**src/rtl/uart_tx_sched_pkg.sv**
```systemverilog
// Shared types and helpers for the UART transmit scheduler: FSM state encoding,
// default widths and the round-robin winner search.
package uart_tx_sched_pkg;

    localparam int unsigned DefDataLength   = 8;
    localparam int unsigned DefNumReq       = 4;
    localparam int unsigned DefTimeoutTicks = 16;
    localparam int unsigned MaxReq          = 8;

    typedef enum logic [1:0] {IDLE, LOAD, SEND, WAIT_DONE} sched_state_t;

    typedef struct packed {
        logic       found;
        logic [2:0] idx;
    } rr_pick_t;

    // First set bit at or after ptr, wrapping modulo num (num <= MaxReq).
    function automatic rr_pick_t rr_pick(input logic [MaxReq-1:0] valid,
                                         input logic [2:0] ptr,
                                         input int unsigned num);
        rr_pick_t    res;
        int unsigned cand;
        logic [2:0]  cand_idx;
        res = '0;
        for (int unsigned i = 0; i < MaxReq; i++) begin
            cand     = (32'(ptr) + i) % num;
            cand_idx = cand[2:0];
            if (i < num && !res.found && valid[cand_idx]) begin
                res.found = 1'b1;
                res.idx   = cand_idx;
            end
        end
        return res;
    endfunction

endpackage

```
**src/rtl/uart_edge_det.sv**
```systemverilog
// Registered single-bit rising-edge detector; rise is high in the first cycle sig is seen high.
module uart_edge_det (
    input  logic clk,
    input  logic rst,
    input  logic sig,
    output logic rise
);

    logic prev_q;

    always_ff @(posedge clk) begin
        if (rst) begin
            prev_q <= 1'b0;
        end else begin
            prev_q <= sig;
        end
    end

    assign rise = sig & ~prev_q;

endmodule

```
**src/rtl/uart_tx_scheduler.sv**
```systemverilog
// Round-robin scheduler sharing one UART transmitter among NUM_REQ byte producers.
// Define UART_TX_SCHED_TIMEOUT_EN to build the WAIT_DONE baud-tick timeout and timeout_err.
module uart_tx_scheduler
    import uart_tx_sched_pkg::*;
#(
    parameter int unsigned DATA_LENGTH   = DefDataLength,
    parameter int unsigned NUM_REQ       = DefNumReq,
    parameter int unsigned TIMEOUT_TICKS = DefTimeoutTicks
) (
    input  logic                           tx_clk,
    input  logic                           rst,
    input  logic [NUM_REQ-1:0]             req_valid,
    input  logic [NUM_REQ*DATA_LENGTH-1:0] req_data,
    output logic [NUM_REQ-1:0]             req_ready,
    input  logic                           baudratetx,
    input  logic                           tx_done,
    output logic                           send,
    output logic [DATA_LENGTH-1:0]         parallel_datain,
    output logic [$clog2(NUM_REQ)-1:0]     grant_id,
    output logic                           busy,
    output logic                           timeout_err
);

    localparam int unsigned IdW = $clog2(NUM_REQ);

    sched_state_t           state_q, state_d;
    logic [IdW-1:0]         rr_ptr_q, rr_ptr_d;
    logic [IdW-1:0]         grant_q, grant_d;
    logic [NUM_REQ-1:0]     ready_q, ready_d;
    logic [DATA_LENGTH-1:0] data_q, data_d;
    logic                   send_q, send_d;
    logic                   baud_pend_q, baud_pend_d;
    logic                   baud_rise, done_rise;
    logic                   tmo_hit;
    rr_pick_t               pick;
    logic [MaxReq-1:0]      valid_ext;
    logic [2:0]             ptr_ext;
    logic [IdW-1:0]         win_idx;

    uart_edge_det u_baud_edge (
        .clk  (tx_clk),
        .rst  (rst),
        .sig  (baudratetx),
        .rise (baud_rise)
    );

    uart_edge_det u_done_edge (
        .clk  (tx_clk),
        .rst  (rst),
        .sig  (tx_done),
        .rise (done_rise)
    );

    assign valid_ext = MaxReq'(req_valid);
    assign ptr_ext   = 3'(rr_ptr_q);
    assign pick      = rr_pick(valid_ext, ptr_ext, NUM_REQ);
    assign win_idx   = pick.idx[IdW-1:0];

`ifdef UART_TX_SCHED_TIMEOUT_EN
    localparam int unsigned CntW = $clog2(TIMEOUT_TICKS + 1);

    logic [CntW-1:0] tmo_cnt_q, tmo_cnt_d;
    logic            tmo_err_q, tmo_err_d;

    assign tmo_hit = baud_rise && (tmo_cnt_q == CntW'(TIMEOUT_TICKS - 1));

    // Held at zero outside WAIT_DONE so every wait starts from a cleared count.
    always_comb begin
        tmo_cnt_d = '0;
        tmo_err_d = tmo_err_q;
        if (state_q == WAIT_DONE) begin
            tmo_cnt_d = baud_rise ? tmo_cnt_q + 1'b1 : tmo_cnt_q;
            if (!done_rise && tmo_hit) begin
                tmo_err_d = 1'b1;
            end
        end
    end

    always_ff @(posedge tx_clk) begin
        if (rst) begin
            tmo_cnt_q <= '0;
            tmo_err_q <= 1'b0;
        end else begin
            tmo_cnt_q <= tmo_cnt_d;
            tmo_err_q <= tmo_err_d;
        end
    end

    assign timeout_err = tmo_err_q;
`else
    assign tmo_hit     = 1'b0;
    assign timeout_err = 1'b0;
`endif

    always_comb begin
        state_d     = state_q;
        rr_ptr_d    = rr_ptr_q;
        grant_d     = grant_q;
        data_d      = data_q;
        ready_d     = '0;
        send_d      = 1'b0;
        baud_pend_d = 1'b0;
        unique case (state_q)
            IDLE: begin
                if (pick.found) begin
                    ready_d[win_idx] = 1'b1;
                    data_d           = req_data[32'(win_idx) * DATA_LENGTH +: DATA_LENGTH];
                    grant_d          = win_idx;
                    rr_ptr_d         = (win_idx == IdW'(NUM_REQ - 1)) ? '0 : win_idx + 1'b1;
                    state_d          = LOAD;
                end
            end
            LOAD: state_d = SEND;
            SEND: begin
                // A baud edge in the first SEND cycle is remembered so send is still seen high.
                if (send_q && (baud_rise || baud_pend_q)) begin
                    state_d = WAIT_DONE;
                end else begin
                    send_d      = 1'b1;
                    baud_pend_d = baud_pend_q | baud_rise;
                end
            end
            WAIT_DONE: begin
                if (done_rise || tmo_hit) begin
                    state_d = IDLE;
                end
            end
            default: state_d = IDLE;
        endcase
    end

    always_ff @(posedge tx_clk) begin
        if (rst) begin
            state_q     <= IDLE;
            rr_ptr_q    <= '0;
            grant_q     <= '0;
            data_q      <= '0;
            ready_q     <= '0;
            send_q      <= 1'b0;
            baud_pend_q <= 1'b0;
        end else begin
            state_q     <= state_d;
            rr_ptr_q    <= rr_ptr_d;
            grant_q     <= grant_d;
            data_q      <= data_d;
            ready_q     <= ready_d;
            send_q      <= send_d;
            baud_pend_q <= baud_pend_d;
        end
    end

    assign req_ready       = ready_q;
    assign parallel_datain = data_q;
    assign grant_id        = grant_q;
    assign send            = send_q;
    assign busy            = (state_q != IDLE);

endmodule

```
**config.mk**
```make
export PLATFORM = sky130hd
export DESIGN_NAME = uart_tx_scheduler
export DESIGN_NICKNAME = d
export VERILOG_FILES = /design/src/rtl/uart_tx_sched_pkg.sv /design/src/rtl/uart_edge_det.sv /design/src/rtl/uart_tx_scheduler.sv
export SDC_FILE = /design/constraint.sdc
export NUM_CORES = 1
export LEC_CHECK = 0
export ABC_AREA = 1
export CORE_MARGIN = 1
export CORE_UTILIZATION = 44
export CTS_CLUSTER_DIAMETER = 120
export DETAILED_ROUTE_END_ITERATION = 10
export HOLD_SLACK_MARGIN = 0.12
export PLACE_DENSITY = 0.8
export SYNTH_ARGS = -nofsm -noshare
export SYNTH_HDL_FRONTEND = slang
export SYNTH_SLANG_ARGS = --single-unit
```
**constraint.sdc**
```tcl
create_clock -name tx_clk -period 1.9 [get_ports tx_clk]
set_input_delay 0.285 -clock tx_clk [delete_from_list [all_inputs] [get_ports tx_clk]]
set_output_delay 0.285 -clock tx_clk [all_outputs]
set_load 0.02 [all_outputs]
```
; Yosys cells after proc, flatten, opt, wreduce, memory -nomap -nowiden
; Index checks and enable logic that the tools add are counted.
[totals]
ff_bits = 22
in_bits = 40
output_inout_bits = 17
elab_cells = 71
[op_classes]
n_addsub = 4
n_lt_le_gt_ge = 6
eq_ne = 7
n_shift = 1
muxes = 20
bitwise = 8
n_reduce_logical = 16
[op_table]
columns = op, count
row1 = $shiftx 32x6->8, 1
row2 = $lt 2x4->1 const B, 4
row3 = $mux 4, 4
row4 = $bmux 1 s2, 4
row5 = $mux 2, 4
row6 = $pmux 2 s4, 1
row7 = $eq 2x2->1 const B, 3
row8 = $mux 1, 6
row9 = $ne 2x2->1 const B, 3
row10 = $reduce_or 3->1, 2
row11 = $logic_and 1x1->1, 5
row12 = $not 1->1, 5
row13 = $add 2x1->2 const B, 2
row14 = $add 2x2->2 const B, 2
row15 = $logic_not 1->1, 3
row16 = $lt 2x3->1 const B, 1
row17 = $reduce_and 3->1, 1
row18 = $and 1x1->1, 2
row19 = $demux 1 s2, 1
row20 = $eq 2x1->1 const B, 1
row21 = $ge 2x1->1 const B, 1
row22 = $logic_not 2->1, 1
row23 = $reduce_and 2->1, 1
row24 = $reduce_bool 2->1, 1
row25 = other kinds (3), 3

; Logic depth before layout (Yosys ltp)
[logic_depth]
word_depth = 16
depth_mapped = 15
depth_no_buf = 14

; Cells and area by module
; Synthesis repeated with hierarchy kept, for this count alone.
[unflattened]
hier_cells = 237
area_unflattened_um2 = 1502.7
[modules_own_cells]
columns = mod, n_inst, cells_each, area_per_inst_um2, seq_area_each_um2
row1 = uart_tx_scheduler, 1, 229, 1440.1, 400.4
row2 = uart_edge_det, 2, 4, 31.3, 20.0

; Least setup slack after synthesis
; Ideal clock, no wire load.
[synth_path]
path_kind = register to register
start = register rr_ptr_q[0]
end = register rr_ptr_q[1]
t_arrival_ns = 1.635
t_required_ns = 1.825
setup_slack_ns = 0.191
stages_incl_launch_ff = 12
n_path_buf = 1
period_less_slack_ns = 1.709
path_cell_list = dfxtp_1 > buf_6 > inv_8 > nand2_1 > nand3_2 > nand2_2 > inv_2 > nand3_2 > nand3_4 > inv_2 > ha_1 > o22ai_1
[synth_lines]
columns = element, line
row1 = "start, declared", uart_tx_scheduler.sv:27  ; logic [IdW-1:0] rr_ptr_q, rr_ptr_d;
row2 = "start signal, assigned", uart_tx_scheduler.sv:143  ; rr_ptr_q <= rr_ptr_d;

==> results_dict.tcl <==
set metrics [dict create \
    fmax_mhz 558 \
    mostFrequentLayoutCell "nand2_1" \
    power_mw 3.27 \
    maxSlewViolCount 0 \
    num_vias 1623 \
    status "completed" \
    syn_avg_cell_area_um2 6.60 \
    overflow 0 \
    start_util_pct 46.1 \
    endpoint_kind "flip-flop" \
    hp-class "reg -> reg" \
    ant_nets 0 \
    synth_cell_types 28 \
    seq_area_frac_synth_pct 28.6 \
    dp_hpwl_um 2950 \
    min_period_over_period_pct 94.4 \
    numClockSinks 22 \
    fin_ws_ns 0.107 \
    power.leakage_nw 1.14 \
    clockRootBuffer "clkbuf_4" \
    port_buffers 55 \
    crit_arrival_ns 2.03 \
    area_growth_pct 46.2 \
    htreeDepth 1 \
    critPathKind "reg -> reg" \
    num_antenna_cells 0 \
    drive_gt1_share_pct 16.7 \
    globalplace.congestion 0.869 \
    tns_ns 0 \
    drt-wirelength-per-cell_um 10.7 \
    setup-violations-final 0 \
    cts_buffer_depth 2 \
    maxCapViolCount 0 \
    grt_max_degree 13 \
    vias_per_cell 4.69 \
    drtPass1Iterations 4 \
    row_count 21 \
    post-route-util_pct 67.4 \
    synthesis.area_um2 1540 \
    critPathMaxFanout 10 \
    cts_tree "yes" \
    drt_iter0_drc 65 \
    reg2reg_depth 11 \
    grt_antenna_before_repair 0 \
    final_nets 347 \
    cts_made_buffers 3 \
    p_per_area_nw_per_um2 1450 \
    clk_latency_ns 0.31 \
    final_cell_mix "nand2_1 (66), clkdlybuf4s50_1 (54), inv_1 (38), nand3_1 (28), dfxtp_1 (20)" \
    clkTransAtPathRegs_ns 0.12 \
    netlist_instances 233 \
    post_cts_buffers 0 \
    hold_violations 0 \
    wl_um 3710 \
    cp-start-kind "flip-flop" \
    hold_depth 2 \
    top_level_ports 57 \
    grtUsageTotal_pct 21.6 \
    die-area_um2 3740 \
    core_area_um2 3340 \
    die_width_um 61.1 \
    drc 0 \
    place_ws_ns -0.133 \
    yosys_register_bits 22 \
    period_needed_ns 1.79 \
    synthesis.nets 279 \
    die_h_um 61.1 \
    vdd_ir_drop_max_mv 0.874 \
    grt_pass1_wl_um 6140 \
    grt_pass1_vias 1478 \
    rsz0062_at_grt "false" \
    skew_ns 0.00177 \
    cp.required_ns 2.14 \
    ys_warn_count 0 \
]
## path summary, 6_finish.rpt
path,start,endpoint,slack (ns)
min reg2reg,parallel_datain[5],parallel_datain[5],0.46
max,rr_ptr_q[0],rr_ptr_q[1],0.11
max reg2reg,rr_ptr_q[0],rr_ptr_q[1],0.11
min,parallel_datain[5],parallel_datain[5],0.46
## through the flow
stage	hold WS, ns	std cells	cell area, um2
after floorplan	0.410	233	1540
after global placement	0.441	342	2200
after detailed placement	0.444	342	2200
after CTS	0.463	346	2240
after global routing	0.487	346	2250
final	0.459	346	2250
## power by group
| group | switching, mW | internal [mW] |
|---|---|---|
| Clock | 0.137 | 0.117 |
| Combinational | 1.34 | 0.988 |
| Sequential | 0.0735 | 0.614 |
| Total | 1.55 | 1.72 |
## cell type report
class                   instances  area, um2
inverters                      44        173
well taps                      46       57.6
repair buffers                 69        667
clock buffers                   4       36.3
fillers                       304       1090
flip-flops and latches         22        443
multi-input cells             161        872
## registers in the layout, summed over array words and instances, names as in the netlist
| register | flops |
|---|---|
| parallel_datain | 8 |
| req_ready | 4 |
| grant_id | 2 |
| rr_ptr_q | 2 |
| state_q | 2 |
| baud_pend_q | 1 |
| send | 1 |
| u_baud_edge.prev_q | 1 |
| u_done_edge.prev_q | 1 |
## synthesized netlist by cell type
cell type	n	area (um2)
nand2_1	67	251
inv_1	39	146
nand3_1	29	145
dfxtp_1	22	440
nor2_1	14	52.6
nand2_2	11	68.8
nand4_1	9	56.3
ha_1	6	75.1
inv_2	4	15.0
o21ai_0	4	20.0
buf_4	3	22.5
nand3_2	3	30.0
a21oi_1	2	10.0
buf_6	2	22.5
nand2_4	2	22.5
nand3_4	2	35.0
nor2_4	2	22.5
nor3_1	2	10.0
a211oi_1	1	7.51
a31oi_1	1	6.26
buf_8	1	15.0
conb_1	1	3.75
inv_8	1	11.3
nor2_2	1	6.26
nor2_8	1	20.0
o21a_1	1	7.51
o21bai_1	1	7.51
o22ai_1	1	6.26
## worst max-delay path, stage by stage (launching register included)
cell	delay, ns
dfxtp_2	0.34
buf_4	0.14
inv_8	0.08
nand2_1	0.08
nand3_2	0.08
nand2_2	0.10
nor2_8	0.16
nand3_4	0.10
nand3_4	0.12
inv_2	0.09
ha_1	0.30
o22ai_1	0.12
## routing by layer
layer | vias to the layer above | GRT usage, % | part of all wire [%]
li1 | 857 | - | -
met1 | 705 | 25.8 | 44
met2 | 57 | 39.0 | 48
met3 | 4 | 5.25 | 7.4
met4 | 0 | 4.55 | 0.62
met5 | - | 0 | 0
## kinds of logic after synthesis
| logic type | share of synthesized area [%] |
|---|---|
| other | 0.244 |
| buffers and inverters | 15.1 |
| AO/OA/AOI/OAI | 4.23 |
| AND/OR/NAND/NOR | 46.9 |
| flip-flops | 28.6 |
| adder cells (fa/ha/maj) | 4.88 |
## repair_timing
item                       CTS  global route
setup endpoints to repair    1            10
gates resized for setup      1             5
hold buffers                 0             0
No activity file was read; power rests on OpenSTA's default activity.
